===== src/rtl/load_store_unit.sv =====
// RV32I load/store unit: one outstanding access, lane steering, load extension,
// misalignment/illegal-code faults and an ack timeout.
module load_store_unit #(
   parameter int unsigned TIMEOUT = 64
) (
   input  logic        clk,
   input  logic        reset,
   input  logic        start,
   input  logic        is_store,
   input  logic [2:0]  funct3,
   input  logic [31:0] base,
   input  logic [31:0] offset,
   input  logic [31:0] store_data,
   input  logic [4:0]  rd,
   output logic        busy,
   output logic        mem_req,
   output logic        mem_we,
   output logic [31:0] mem_addr,
   output logic [31:0] mem_wdata,
   output logic [3:0]  mem_be,
   input  logic        mem_ack,
   input  logic [31:0] mem_rdata,
   output logic        wb_valid,
   output logic [4:0]  wb_rd,
   output logic [31:0] wb_data,
   output logic        fault,
   output logic [31:0] fault_addr
);

   localparam int unsigned CW = (TIMEOUT > 1) ? $clog2(TIMEOUT) : 1;

   typedef enum logic [1:0] {IDLE, ACCESS, RESP, FAULT} state_t;

   state_t        state, state_nxt;
   logic [CW-1:0] cnt, cnt_nxt;
   logic [31:0]   ea_q, ea_nxt;
   logic          store_q, store_nxt;
   logic [2:0]    f3_q, f3_nxt;
   logic [4:0]    rd_q, rd_nxt;

   logic          busy_nxt, req_nxt, we_nxt, wbv_nxt, fault_nxt;
   logic [31:0]   addr_nxt, wdata_nxt, wbdata_nxt, faddr_nxt;
   logic [3:0]    be_nxt;
   logic [4:0]    wbrd_nxt;

   logic [31:0]   ea_c, st_wdata_c, ld_shift_c, ld_data_c;
   logic [15:0]   ld_half_c;
   logic [3:0]    st_be_c;
   logic          legal_c, misaligned_c, bad_c;

   // Issue-time decode on the live inputs
   always_comb begin
      ea_c = base + offset;
      if (is_store) legal_c = (funct3 == 3'b000) || (funct3 == 3'b001) || (funct3 == 3'b010);
      else          legal_c = (funct3 == 3'b000) || (funct3 == 3'b001) || (funct3 == 3'b010) ||
                              (funct3 == 3'b100) || (funct3 == 3'b101);
      misaligned_c = ((funct3[1:0] == 2'b01) && ea_c[0]) ||
                     ((funct3[1:0] == 2'b10) && (ea_c[1:0] != 2'b00));
      bad_c = !legal_c || misaligned_c;
      case (funct3)
         3'b000: begin
            st_wdata_c = {4{store_data[7:0]}};
            st_be_c    = 4'b0001 << ea_c[1:0];
         end
         3'b001: begin
            st_wdata_c = {2{store_data[15:0]}};
            st_be_c    = ea_c[1] ? 4'b1100 : 4'b0011;
         end
         default: begin
            st_wdata_c = store_data;
            st_be_c    = 4'b1111;
         end
      endcase
   end

   // Load lane select and extension against the latched access
   always_comb begin
      ld_shift_c = mem_rdata >> {ea_q[1:0], 3'b000};
      ld_half_c  = ea_q[1] ? mem_rdata[31:16] : mem_rdata[15:0];
      case (f3_q)
         3'b000:  ld_data_c = {{24{ld_shift_c[7]}}, ld_shift_c[7:0]};
         3'b100:  ld_data_c = {24'h0, ld_shift_c[7:0]};
         3'b001:  ld_data_c = {{16{ld_half_c[15]}}, ld_half_c};
         3'b101:  ld_data_c = {16'h0, ld_half_c};
         default: ld_data_c = mem_rdata;
      endcase
   end

   // Next state and next registered outputs
   always_comb begin
      state_nxt  = state;
      cnt_nxt    = cnt;
      ea_nxt     = ea_q;
      store_nxt  = store_q;
      f3_nxt     = f3_q;
      rd_nxt     = rd_q;
      req_nxt    = 1'b0;
      we_nxt     = 1'b0;
      addr_nxt   = mem_addr;
      wdata_nxt  = mem_wdata;
      be_nxt     = mem_be;
      wbv_nxt    = 1'b0;
      wbrd_nxt   = wb_rd;
      wbdata_nxt = wb_data;
      fault_nxt  = 1'b0;
      faddr_nxt  = fault_addr;
      case (state)
         IDLE: begin
            if (start) begin
               ea_nxt    = ea_c;
               store_nxt = is_store;
               f3_nxt    = funct3;
               rd_nxt    = rd;
               cnt_nxt   = '0;
               if (bad_c) begin
                  state_nxt = FAULT;
                  fault_nxt = 1'b1;
                  faddr_nxt = ea_c;
               end else begin
                  state_nxt = ACCESS;
                  req_nxt   = 1'b1;
                  we_nxt    = is_store;
                  addr_nxt  = {ea_c[31:2], 2'b00};
                  wdata_nxt = is_store ? st_wdata_c : 32'h0;
                  be_nxt    = is_store ? st_be_c : 4'b1111;
               end
            end
         end
         ACCESS: begin
            if (mem_ack) begin
               if (store_q) begin
                  state_nxt = IDLE;
               end else begin
                  state_nxt = RESP;
                  // rd=0 loads finish silently and leave the writeback bus untouched
                  if (rd_q != 5'd0) begin
                     wbv_nxt    = 1'b1;
                     wbrd_nxt   = rd_q;
                     wbdata_nxt = ld_data_c;
                  end
               end
            end else if (cnt == CW'(TIMEOUT - 1)) begin
               state_nxt = FAULT;
               fault_nxt = 1'b1;
               faddr_nxt = ea_q;
            end else begin
               cnt_nxt = cnt + CW'(1);
               req_nxt = 1'b1;
               we_nxt  = store_q;
            end
         end
         RESP:    state_nxt = IDLE;
         FAULT:   state_nxt = IDLE;
         default: state_nxt = IDLE;
      endcase
      busy_nxt = (state_nxt != IDLE);
   end

   // State and output registers
   always_ff @(posedge clk or posedge reset) begin
      if (reset) begin
         state      <= IDLE;
         cnt        <= '0;
         ea_q       <= 32'h0;
         store_q    <= 1'b0;
         f3_q       <= 3'b000;
         rd_q       <= 5'd0;
         busy       <= 1'b0;
         mem_req    <= 1'b0;
         mem_we     <= 1'b0;
         mem_addr   <= 32'h0;
         mem_wdata  <= 32'h0;
         mem_be     <= 4'h0;
         wb_valid   <= 1'b0;
         wb_rd      <= 5'd0;
         wb_data    <= 32'h0;
         fault      <= 1'b0;
         fault_addr <= 32'h0;
      end else begin
         state      <= state_nxt;
         cnt        <= cnt_nxt;
         ea_q       <= ea_nxt;
         store_q    <= store_nxt;
         f3_q       <= f3_nxt;
         rd_q       <= rd_nxt;
         busy       <= busy_nxt;
         mem_req    <= req_nxt;
         mem_we     <= we_nxt;
         mem_addr   <= addr_nxt;
         mem_wdata  <= wdata_nxt;
         mem_be     <= be_nxt;
         wb_valid   <= wbv_nxt;
         wb_rd      <= wbrd_nxt;
         wb_data    <= wbdata_nxt;
         fault      <= fault_nxt;
         fault_addr <= faddr_nxt;
      end
   end

endmodule


===== config.mk =====
export PLATFORM = sky130hd
export DESIGN_NAME = load_store_unit
export DESIGN_NICKNAME = d
export VERILOG_FILES = /design/src/rtl/load_store_unit.sv
export SDC_FILE = /design/constraint.sdc
export NUM_CORES = 1
export LEC_CHECK = 0
export BUFFER_PORTS_ARGS = -buffer_cell sky130_fd_sc_hd__buf_4
export CELL_PAD_IN_SITES_DETAIL_PLACEMENT = 1
export CELL_PAD_IN_SITES_GLOBAL_PLACEMENT = 1
export CORE_MARGIN = 3
export CORE_UTILIZATION = 39
export CTS_CLUSTER_SIZE = 24
export DETAILED_ROUTE_END_ITERATION = 8
export PLACE_DENSITY_LB_ADDON = 0.1
export SLEW_MARGIN = 10
export SYNTH_ARGS = -nofsm -noshare
export SYNTH_HDL_FRONTEND = slang
export SYNTH_SLANG_ARGS = --single-unit

===== constraint.sdc =====
create_clock -name clk -period 7.3 [get_ports clk]
set_input_delay 0.73 -clock clk [delete_from_list [all_inputs] [get_ports clk]]
set_output_delay 0.73 -clock clk [all_outputs]
set_load 0.05 [all_outputs]

==> results of run 1 <==
state kept, by name (all words and copies together), names as in the netlist, 2 cells and up:
name / cells
ea_q: 32
fault_addr: 32
mem_wdata: 32
wb_data: 32
mem_addr: 30
cnt: 6
rd_q: 5
wb_rd: 5
mem_be: 4
f3_q: 3
state: 2
critical path, cell delays in order:
cell	delay [ns]
buf_4	0.09
ha_1	0.16
inv_1	0.06
fa_1	0.60
inv_1	0.12
o311a_1	0.54
a21oi_4	0.77
inv_2	0.47
o21ai_0	0.37
a211oi_1	0.10
nand3b_1	0.10
o21ai_0	0.07
power by group through the flow:
stage                     clock network, W  logic, W  registers [W]
final                             0.000885   0.00312        0.00186
after global routing              0.000952   0.00336        0.00192
after CTS                         0.000906   0.00316        0.00186
after detailed placement                 0   0.00315        0.00188
after global placement                   0   0.00308        0.00186
after floorplan                          0  0.000962        0.00298
layer usage:
metal  wire (um)  vias up
met5           0        -
met3        1680       30
met2       15300      215
met1       13800     4299
li1            -     4310
met4         432        0
metrics by stage:
| step | cell area (sq um) | power (W) | util, % | worst slack [ns] |
|---|---|---|---|---|
| after floorplan | 9780 | 0.00394 | - | 1.43 |
| after global placement | 12100 | 0.00494 | 49.6 | 3.09 |
| after detailed placement | 12100 | 0.00503 | 49.6 | 2.90 |
| after CTS | 12700 | 0.00592 | 51.8 | 3.37 |
| after global routing | 12700 | 0.00623 | 51.8 | 3.15 |
| final | 12700 | 0.00586 | 51.8 | 3.37 |
logic make-up (layout without fill, tap and decap cells):
logic type,after synthesis,after routing,share of synthesized area [%]
adder cells (fa/ha/maj),33,33,4.30
other,1,2,0.0383
AND/OR/NAND/NOR,386,386,17.0
XOR/XNOR,30,30,2.69
AO/OA/AOI/OAI,349,349,21.4
flip-flops,189,189,48.4
multiplexers,27,27,2.89
buffers and inverters,83,335,3.33
how the worst max path moves through the flow:
stage                     slack, ns       from  cells after the start             end
final                          3.37    base[0]                     12  fault_addr[29]
after global routing           3.15  offset[0]                     12  fault_addr[29]
after CTS                      3.37  offset[0]                     12  fault_addr[29]
after detailed placement       2.90  offset[0]                     12  fault_addr[29]
after global placement         3.09  offset[0]                     12  fault_addr[29]
after floorplan                1.43      reset                      1            busy
cells in the mapped netlist (10+ instances only):
cell type,n
nand2_1,244
dfrtp_1,189
o21ai_0,139
a21oi_1,80
nor2_1,61
clkbuf_1,54
ha_1,32
o21ai_1,23
a21o_1,20
mux2i_1,17
inv_1,16
xor2_1,16
xnor2_1,14
o21a_1,12
a31oi_1,11
nand3_1,11
or3_1,11
mux2_2,10
area by class of cell:
class	instances	area share, %
clock buffer	19	3.41
clock inverter	12	0.918
inverter	18	0.592
multi-input combinational	827	37.7
sequential	189	37.3
tap	324	3.20
timing repair buffer	286	16.9
==> results.cfg, run 1 <==
[setup_path]
worstPathRequired_ns = 7.58
reg2regPathDepth = 8
rr_startpoint = state[1]
path_class = primary input to register
end_kind = register
worst_ep_arrival_time_ns = 4.21
r2r-end = fault_addr[29]
path_max_fanout = 38
rrSetupSlack_ns = 3.88
start_kind = primary input

[die]
die_w_um = 164
dieArea_sq_um = 27000
die_h_um = 164
rows = 57
io_pins = 283
core_area_sq_um = 24500
initial_core_util_pct = 40.0

[final_layout]
drive_above_1_share_pct = 25.3
multiInputGateArea_sq_um = 4770
final_nets = 1513
fin_cells = 1675
antenna_cells = 0
fillers = 2865
mostFrequentLayoutCells = 286 x buf_4, 242 x nand2_1, 189 x dfrtp_1
seq_area_sq_um = 4730
final_common_cell = buf_4
syn_to_final_growth_pct = 29.7

[clocking]
cts_root_buf = clkbuf_16
cts_tree = yes
cts.hold.buffers_added = 0
cts_made_buffers = 17
cts.clk_slew.worst_paths_ns = 0.07
ctsResizeCount = 0
clock_path_buffers = 2
clkSinkCount = 189
postCtsSetupBuffers = 0
clock_latency_ns = 0.43
htreeDepth = 4

[logic_synthesis]
synthFlopType = dfrtp_1
synth_largest_area_cell = dfrtp_1
async_flop_share_pct = 100
yosysTopAreaCellShare_pct = 48.4
yosysWarnings = 0
ys_types = 62
ys_seq_elements = 189
yosysSeqAreaShare_pct = 48.4
syn_avg_cell_area_sq_um = 8.91
synth_area_leaders = dfrtp_1 48%, nand2_1 9.4%, o21ai_0 7.1%
syn_area_sq_um = 9780
synthCells = 1098
synth_edf_count = 0

[timing]
max_freq_mhz = 255
fin_crit_sh_pct = 53.8
setup_violations = 0
setup_tns_ns = 0
maxSlewHeadroom_pct = 28.6
rsz0062_at_grt = false
worstMarginPinSlew_ns = 1.07
layout_min_cycle_time_ns = 3.93
finalHoldViolations = 0
fin_skew_ns = 0.0116
fin_hold_ws_ns = 0.446
maxSlewViolCount = 0

[global_route]
grt_usage_pct = 22.9
grt_pass1_vias = 9113
met3_usage_pct = 4.36
grt_max_degree = 111
overflow = 0
grt_busiest_layer = met2
gr-usage-met1_pct = 30.1
grt_pass1_wl_um = 48900
antenna_found_initial = 0
use_met2_pct = 39.0

[pwr]
switching_share_pct = 50.3
p_leak_nw = 6.17
ir_worst_vdd_mv = 0.252
sequentialPowerShare_pct = 31.7
p_clk_share_pct = 15.1
p_per_area_nw_per_um2 = 462
intPower_w = 0.00291
power_switching_w = 0.00295
combPwrFrac_pct = 53.3

[routing]
drc = 0
via_per_inst = 5.29
drt-total-wl_um = 31200
vias = 8854
ant_nets = 0
drt_iter0_markers = 642
first_pass_iters = 4
wl_per_cell_um = 18.6

[flow_run]
max_cap_viol_count = 0

[placement]
port_buffers = 280
gp_congestion = 0.825
dp.cells = 1644
dp_hpwl_um = 23300

[run_status]
outcome = complete, no violations

[hold_path]
hold_path.class = primary input to asynchronous set/reset pin
Note: power is estimated with default switching activity, not from simulation.
==> run 2, diff against run 1 <==
Settings changed: ABC_AREA set to 1, CORE_UTILIZATION 39 to 34.
Clock period 7.3 ns to 3.32 ns, I/O delays scaled along.
==> results.cfg, run 2 <==
[final_layout]
final_common_cell = nand2_1
syn_to_final_growth_pct = 29.6
drive_above_1_share_pct = 19.2
final_nets = 1949
antenna_cells = 0
mostFrequentLayoutCells = 544 x nand2_1, 296 x buf_4, 213 x inv_1
utilization_pct = 45.2

[logic_synthesis]
synthFlopType = dfrtp_1
synth_commonest_cells = 544 x nand2_1, 215 x inv_1, 189 x dfrtp_1, 163 x o21ai_0, 80 x nand3_1
synth.most_common_cell = nand2_1
yosysSeqAreaShare_pct = 43.9
yosysWarnings = 0
syn_avg_cell_area_sq_um = 7.14
ys_seq_elements = 189
yosysTopAreaCellShare_pct = 43.9
async_flop_share_pct = 100
synth_area_leaders = dfrtp_1 44%, nand2_1 19%, o21ai_0 7.6%
synth_largest_area_cell = dfrtp_1
synth_edf_count = 0
ys_types = 39
syn_area_sq_um = 10800
synthCells = 1510

[timing]
rsz0062_at_grt = false
maxSlewHeadroom_pct = 34.9
maxSlewViolCount = 0
setup_violations = 0
worstMarginPinSlew_ns = 0.975
fin_skew_ns = 0.00980
layout_min_cycle_time_ns = 2.47
setup_tns_ns = 0
max_freq_mhz = 405
finalHoldViolations = 0
fin_crit_sh_pct = 74.4

[routing]
ant_nets = 0
wl_per_cell_um = 16.9
via_per_inst = 4.90
drt-total-wl_um = 36800
drc = 0
drt_iter0_markers = 599
vias = 10692
first_pass_iters = 4

[clocking]
cts_made_buffers = 17
cts.clk_slew.worst_paths_ns = 0.07
clock_latency_ns = 0.45
cts_root_buf = clkbuf_16
cts_tree = yes
htreeDepth = 4
clkSinkCount = 189
ctsResizeCount = 0
clock_path_buffers = 2
postCtsSetupBuffers = 0
cts.hold.buffers_added = 0

[setup_path]
end_kind = register
worst_ep_arrival_time_ns = 2.82
rrSetupSlack_ns = 0.96
worstPathRequired_ns = 3.67
start_kind = primary input
path_max_fanout = 34
path_class = primary input to register

[flow_run]
max_cap_viol_count = 0

[global_route]
grt_pass1_wl_um = 58900
antenna_found_initial = 0
overflow = 0
grt_pass1_vias = 11246
grt_max_degree = 60
grt_usage_pct = 21.8

[placement]
dp_hpwl_um = 28400
port_buffers = 280
gp_congestion = 0.846

[die]
die_w_um = 184
io_pins = 283
die_h_um = 184
rows = 64
dieArea_sq_um = 33900
core_area_sq_um = 30900
initial_core_util_pct = 34.9

[pwr]
p_leak_nw = 7.67
p_per_area_nw_per_um2 = 973
ir_worst_vdd_mv = 0.719

[run_status]
outcome = complete, no violations

[hold_path]
hold_path.class = primary input to asynchronous set/reset pin
run 2: worst max-delay path, cell delays in order:
cell and delay [ns]:
buf_4 0.08, ha_1 0.20, inv_1 0.07, fa_1 0.66
o21ai_0 0.11, o21ai_0 0.10, o21ai_2 0.15, nor3_4 0.24
buf_4 0.27, inv_2 0.05, buf_4 0.26, o21ai_0 0.25
run 2: kinds of logic (layout without fill, tap and decap cells):
family          count (synthesis)  in the layout  share of synthesized area, %
simple gates                  709            709                          26.0
compound gates                278            278                          14.0
buf+inv                       272            548                          9.79
flops                         189            189                          43.9
fa+ha+maj                      33             33                          3.90
xor+xnor                       16             16                          1.30
mux                            12             12                          1.11
other cells                     1              2                        0.0348
run 2: power breakdown:
part           internal, W  leakage [nW]  switching (W)  total [W]
Combinational      0.00209          5.01        0.00527    0.00736
Clock              0.00126         0.301       0.000953    0.00222
Sequential         0.00335          2.36       0.000672    0.00402
run 2: cell type report:
cell class | count | area [sq um]
Clock inverter | 13 | 190
Timing Repair Buffer | 300 | 2300
Inverter | 217 | 818
Tap cell | 396 | 495
Clock buffer | 18 | 429
Multi-Input combinational cell | 1050 | 5010
Fill cell | 3898 | 16900
Sequential cell | 189 | 4730
run 2: metrics by stage:
stage	setup slack [ns]	total power (W)	hold WS, ns	instances	instance area (sq um)
2_1_floorplan	0.554	0.00894	0.444	1511	10800
3_3_place_gp	0.524	0.0113	0.461	2152	13400
5_1_grt	0.598	0.0145	0.0958	2183	14000
4_1_cts	0.852	0.0137	0.0758	2183	14000
3_5_place_dp	0.408	0.0115	0.461	2152	13400
6_report	0.851	0.0136	0.0961	2183	14000
run 2: final timing paths:
| path | end | cells past startpoint | startpoint |
|---|---|---|---|
| max | mem_addr[11] | 12 | offset[0] |
| min | mem_addr[9] | 2 | reset |
| max reg2reg | wb_data[14] | 8 | state[1] |
| min reg2reg | wb_data[6] | 2 | wb_data[6] |
| max in group asynchronous | mem_addr[11] | 3 | reset |
| min in group clk | rd_q[1] | 3 | rd[1] |
run 2: metal layers:
layer / vias to the layer above / global-route usage [%] / wire length, um
li1: 5295 / - / -
met1: 5150 / 30.1 / 17600
met2: 223 / 35.8 / 17000
met3: 24 / 4.39 / 1850
met4: 0 / 4.26 / 394
met5: - / 0 / 0
